`src/rtl/fetch_pkg.sv`:
```
// Shared widths, constants and the response-FIFO payload for the instruction fetch path.
package fetch_pkg;

  localparam int unsigned ADDR_W  = 32;
  localparam int unsigned INSTR_W = 32;
  localparam int unsigned PC_STEP = 4;

  localparam logic [ADDR_W-1:0] DEFAULT_RESET_PC = 32'h0000_0000;

  typedef struct packed {
    logic [ADDR_W-1:0]  pc;
    logic [INSTR_W-1:0] instr;
  } fetch_entry_t;

endpackage

```
`src/rtl/fetch_resp_fifo.sv`:
```
// Small synchronous FIFO holding fetched (pc, instr) pairs; flush empties it in one edge.
module fetch_resp_fifo
  import fetch_pkg::*;
#(
  parameter int unsigned DEPTH = 2,
  localparam int unsigned CNT_W = $clog2(DEPTH + 1),
  localparam int unsigned PTR_W = (DEPTH > 1) ? $clog2(DEPTH) : 1
) (
  input  logic               clk,
  input  logic               rst_n,
  input  logic               push,
  input  fetch_entry_t       push_data,
  input  logic               pop,
  input  logic               flush,
  output logic [CNT_W-1:0]   count,
  output fetch_entry_t       head
);

  logic [PTR_W-1:0] wr_ptr_q;
  logic [PTR_W-1:0] rd_ptr_q;
  logic [CNT_W-1:0] count_q;
  fetch_entry_t     mem_q [DEPTH];

  function automatic logic [PTR_W-1:0] ptr_inc(input logic [PTR_W-1:0] p);
    return (p == PTR_W'(DEPTH - 1)) ? '0 : p + PTR_W'(1);
  endfunction

  always_ff @(posedge clk or negedge rst_n) begin
    if (!rst_n) begin
      wr_ptr_q <= '0;
      rd_ptr_q <= '0;
      count_q  <= '0;
      mem_q    <= '{default: '0};
    end else if (flush) begin
      wr_ptr_q <= '0;
      rd_ptr_q <= '0;
      count_q  <= '0;
    end else begin
      if (push) begin
        mem_q[wr_ptr_q] <= push_data;
        wr_ptr_q        <= ptr_inc(wr_ptr_q);
      end
      if (pop) begin
        rd_ptr_q <= ptr_inc(rd_ptr_q);
      end
      if (push && !pop) begin
        count_q <= count_q + CNT_W'(1);
      end else if (pop && !push) begin
        count_q <= count_q - CNT_W'(1);
      end
    end
  end

  // Issue throttling upstream guarantees a free slot for every returning word.
  always_ff @(posedge clk) begin
    if (rst_n && push && !pop && !flush) begin
      assert (count_q < CNT_W'(DEPTH));
    end
  end

  assign count = count_q;
  assign head  = mem_q[rd_ptr_q];

endmodule

```
`src/rtl/fetch_ctrl.sv`:
```
// Instruction-fetch sequencer: owns the PC, tracks the one in-flight memory read, and
// queues returned words for decode behind a valid/ready handshake.
module fetch_ctrl #(
  parameter int unsigned        ADDR_W   = fetch_pkg::ADDR_W,
  parameter int unsigned        INSTR_W  = fetch_pkg::INSTR_W,
  parameter int unsigned        DEPTH    = 2,
  parameter logic [ADDR_W-1:0]  RESET_PC = fetch_pkg::DEFAULT_RESET_PC
) (
  input  logic               clk,
  input  logic               rst_n,
  input  logic               run,
  output logic [ADDR_W-1:0]  mem_addr,
  input  logic [INSTR_W-1:0] mem_data,
  input  logic               redirect_valid,
  input  logic [ADDR_W-1:0]  redirect_pc,
  output logic               out_valid,
  input  logic               out_ready,
  output logic [INSTR_W-1:0] out_instr,
  output logic [ADDR_W-1:0]  out_pc,
  output logic               busy
);

  import fetch_pkg::*;

  localparam int unsigned       CNT_W      = $clog2(DEPTH + 1);
  localparam int unsigned       OCC_W      = CNT_W + 1;
  localparam logic [ADDR_W-1:0] ALIGN_MASK = ~ADDR_W'(3);

  logic [ADDR_W-1:0] pc_q;
  logic [ADDR_W-1:0] inflight_pc_q;
  logic              inflight_q;
  logic [CNT_W-1:0]  count;
  fetch_entry_t      head;
  fetch_entry_t      push_entry;
  logic              pop;
  logic              push;
  logic              issue;
  logic [OCC_W-1:0]  occ;

  // Occupancy after this edge must leave room for the word a new issue will return.
  always_comb begin
    pop              = out_valid & out_ready;
    push             = inflight_q & ~redirect_valid;
    occ              = OCC_W'(count) + OCC_W'(inflight_q) - OCC_W'(pop);
    issue            = run & ~redirect_valid & (occ < OCC_W'(DEPTH));
    push_entry.pc    = inflight_pc_q;
    push_entry.instr = mem_data;
  end

  always_ff @(posedge clk or negedge rst_n) begin
    if (!rst_n) begin
      pc_q          <= RESET_PC & ALIGN_MASK;
      inflight_pc_q <= '0;
      inflight_q    <= 1'b0;
    end else if (redirect_valid) begin
      pc_q       <= redirect_pc & ALIGN_MASK;
      inflight_q <= 1'b0;
    end else if (issue) begin
      pc_q          <= pc_q + ADDR_W'(PC_STEP);
      inflight_pc_q <= pc_q;
      inflight_q    <= 1'b1;
    end else begin
      inflight_q <= 1'b0;
    end
  end

  fetch_resp_fifo #(
    .DEPTH (DEPTH)
  ) u_fifo (
    .clk       (clk),
    .rst_n     (rst_n),
    .push      (push),
    .push_data (push_entry),
    .pop       (pop),
    .flush     (redirect_valid),
    .count     (count),
    .head      (head)
  );

  assign mem_addr  = pc_q;
  assign out_valid = (count != '0);
  assign out_instr = head.instr;
  assign out_pc    = head.pc;
  assign busy      = inflight_q | out_valid;

endmodule

```
`config.mk`:
```
export PLATFORM = sky130hd
export DESIGN_NAME = fetch_ctrl
export DESIGN_NICKNAME = d
export VERILOG_FILES = /design/src/rtl/fetch_pkg.sv /design/src/rtl/fetch_resp_fifo.sv /design/src/rtl/fetch_ctrl.sv
export SDC_FILE = /design/constraint.sdc
export NUM_CORES = 1
export LEC_CHECK = 0
export CORE_ASPECT_RATIO = 0.9
export CORE_UTILIZATION = 30
export CTS_CLUSTER_DIAMETER = 60
export DETAILED_ROUTE_END_ITERATION = 8
export PLACE_DENSITY = 0.49
export SLEW_MARGIN = 20
export SYNTH_ARGS = -nofsm -noshare
export SYNTH_HDL_FRONTEND = slang
export SYNTH_SLANG_ARGS = --single-unit
export TNS_END_PERCENT = 5
```
`constraint.sdc`:
```
create_clock -name clk -period 4.15 [get_ports clk]
set_input_delay 0.83 -clock clk [delete_from_list [all_inputs] [get_ports clk]]
set_output_delay 0.83 -clock clk [all_outputs]
set_load 0.03 [all_outputs]
```
==> flow_summary.toml, run 1 <==
[clocking]
htreeDepth = 4
cts_tree = "built"
path_clk_slew_ns = 0.07
cts_resized = 0
postCtsSetupBuffers = 0
cts_buffers = 17
cts_hold_buffers = 0
clock_latency_ns = 0.42
clock_path_buffers = 2
clock-root-buffer = "clkbuf_16"
clock-sinks = 189

[layout]
n_antenna_cell = 0
fillCellCount = 2694
drive_gt1_share_pct = 27.94
most-common-layout-cells = "188 x dfrtp_1, 186 x mux2_2, 159 x clkdlybuf4s50_1, 129 x nand2_1, 18 x o311ai_0"
post-route-util_pct = 39.94
syn2layout_area_growth_pct = 31.21
final_common_cell = "dfrtp_1"
nets = 920

[sta]
worst_slew_pin_slew_ns = 0.7766
timing.final.crit_share_pct = 87.55
setup_violations = 0
slew_viol_final = 0
max_slew_margin_pct = 48.04
clock_skew_ns = 0.01297
rsz0062_at_grt = "no"
finalCriticalPeriod_ns = 3.633
fin_tns_setup_ns = 0
clock.fmax_mhz = 275.2
hold_viol_final = 0

[critical_path]
crit_family = "simple AND/OR/NAND/NOR gates"
worstPathMaxFanout = 8
crit_type = "in -> reg"
path_buf_inv = 2
crit_path_start_kind = "input port"
critPathCaptureType = "flop"
cpPeakStageDelay_ns = 0.59
critPathRequiredTime_ns = 4.51
cp.arrival_ns = 3.99
crit_slowest_cell = "or4_4"
cp_cell_sequence = "clkdlybuf4s50_1 -> nand2_1 -> inv_1 -> ha_1 -> nand2b_1 -> fa_1 -> xor2_1 -> or3_2 -> or4_4 -> or3_1 -> nand3_1"

[yosys]
netlist-cell-type-count = 43
synth_warnings = 0
netlist_area_um2 = 8483
yosys_register_bits = 189
netlist_instances = 692
synth_edf_count = 0
ys.flop_type = "dfrtp_1"
yosysSeqAreaShare_pct = 55.75
syn_avg_cell_area_um2 = 12.26
synthArstFlopShare_pct = 100.0

[run_status]
status = "finished with violations"
violations = "design-rule violations"

[detailed_routing]
drc = 26
drtPass1Iterations = 7
vias = 5789
drt_iter0_drc = 312
wl_per_cell_um = 17.28
ant_nets = 0
viasPerCell = 4.749
wl_mm = 21.07

[power_and_ir_drop]
vdd_drop_max_uv = 265.5
p_leak_nw = 4.811
power_density_nw_per_um2 = 709.6

[global_route]
grt_usage_pct = 15.11
grt_pass1_vias = 5866
grt-ovfl-total = 0
grt_max_degree = 86
grt_pass1_wl_mm = 33.67
antenna_found_initial = 0

[floorplan]
die-area_um2 = 28960
num_rows = 58
die_y_um = 161.5
ioPinCount = 167
start_util_pct = 30.44
die_x_um = 179.3
core_um2 = 27870

[flow_run]
maxCapViolCount = 0

[place]
place_congestion = 0.7792
port-buffer-count = 160
dpl.hpwl_mm = 13.76

[hold_path]
hold_path_class = "in -> async"
[path summary, 6_finish.rpt]
| kind | slack, ns | from | depth (start not counted) | end |
|---|---|---|---|---|
| min | 0.46 | rst_n | 1 | u_fifo.mem_q[119] |
| max reg2reg | 0.75 | u_fifo.count[1] | 12 | mem_addr[26] |
| min reg2reg | 0.50 | inflight_pc_q[13] | 2 | inflight_pc_q[13] |
| max | 0.52 | out_ready | 11 | mem_addr[26] |
| max in group asynchronous | 2.71 | rst_n | 2 | u_fifo.mem_q[19] |
| min in group clk | 0.50 | inflight_pc_q[13] | 2 | inflight_pc_q[13] |
[synth_stat cells (4+ instances only)]
cell type	count	area, um2
nand2b_1	4	25.02
nor3_1	4	20.02
or3_1	5	31.28
o211ai_1	7	52.55
inv_1	5	18.77
o311ai_0	18	157.7
buf_1	7	26.28
nor2_1	14	52.55
nand4_1	9	56.30
nand3_1	12	60.06
buf_2	4	20.02
dfrtp_1	189	4730
clkbuf_1	27	101.4
nor4_1	6	37.54
a22oi_1	5	37.54
buf_4	4	30.03
xnor2_1	7	61.31
a221o_1	5	50.05
o21ai_0	13	65.06
mux2_2	186	2095
nand2_1	129	484.2
and4_1	4	35.03
[report_power, final]
part           leakage, nW  switching [mW]  total [mW]  internal, mW
Combinational         2.17            1.65        3.28          1.63
Clock                0.258           0.731        1.58         0.845
Sequential            2.38           0.473        3.04          2.57
[metrics by stage]
| step | instances | setup WS [ns] | total power [mW] | hold slack (ns) | cell area, um2 |
|---|---|---|---|---|---|
| floorplan | 695 | 0.7003 | 5.060 | 0.4584 | 8494 |
| CTS | 1219 | 0.5344 | 8.012 | 0.4820 | 11130 |
| finish | 1219 | 0.5167 | 7.899 | 0.4626 | 11130 |
| global route | 1219 | 0.4212 | 8.379 | 0.4988 | 11130 |
| detailed placement | 1189 | 0.09608 | 6.389 | 0.4870 | 10580 |
| global placement | 1189 | 0.1016 | 6.363 | 0.4824 | 10580 |
[logic make-up after synthesis]
family | after synthesis | share of synthesized area [%]
simple gates | 198 | 10.40
flops | 189 | 55.75
mux | 188 | 24.93
compound gates | 56 | 5.059
buf+inv | 48 | 2.360
xor+xnor | 9 | 0.9293
fa+ha+maj | 3 | 0.5309
other cells | 1 | 0.04421
[layer usage]
metal,vias up,global-route usage [%],wire length (um)
met3,7,3.696,1080
li1,2780,-,-
met5,-,0,0
met1,2849,23.24,11190
met2,153,21.07,8656
met4,0,3.285,142
[final cells by class]
type | instances | area (um2) | area share [%]
flip-flops and latches | 189 | 4731 | 42.50
multi-input cells | 458 | 3583 | 32.19
repair buffers | 176 | 1788 | 16.06
well taps | 360 | 450.4 | 4.047
clock buffers | 19 | 442.9 | 3.979
clock inverters | 11 | 112.6 | 1.012
inverters | 6 | 22.52 | 0.2023
[worst reg2reg max path, cell delays in order (launching register included)]
cell	delay [ns]
dfrtp_1	0.46
inv_1	0.11
nand2_1	0.08
nand2_1	0.14
inv_1	0.06
ha_1	0.26
nand2b_1	0.15
fa_1	0.39
xor2_1	0.16
or3_2	0.56
or4_4	0.59
or3_1	0.31
nand3_1	0.08
[flip-flops by register name, summed over array words and instances, names as in the netlist]
signal           flops
u_fifo.count         2
inflight_pc_q       30
u_fifo.wr_ptr_q      1
u_fifo.rd_ptr_q      1
inflight_q           1
mem_addr            30
u_fifo.mem_q       124
Power figures use the tool's default switching activity.
==> run 2: changes to the inputs <==
- SLEW_MARGIN: 20 -> 25
==> results of run 2 <==
Final layout, timing and power as in run 1 (identical DEF).
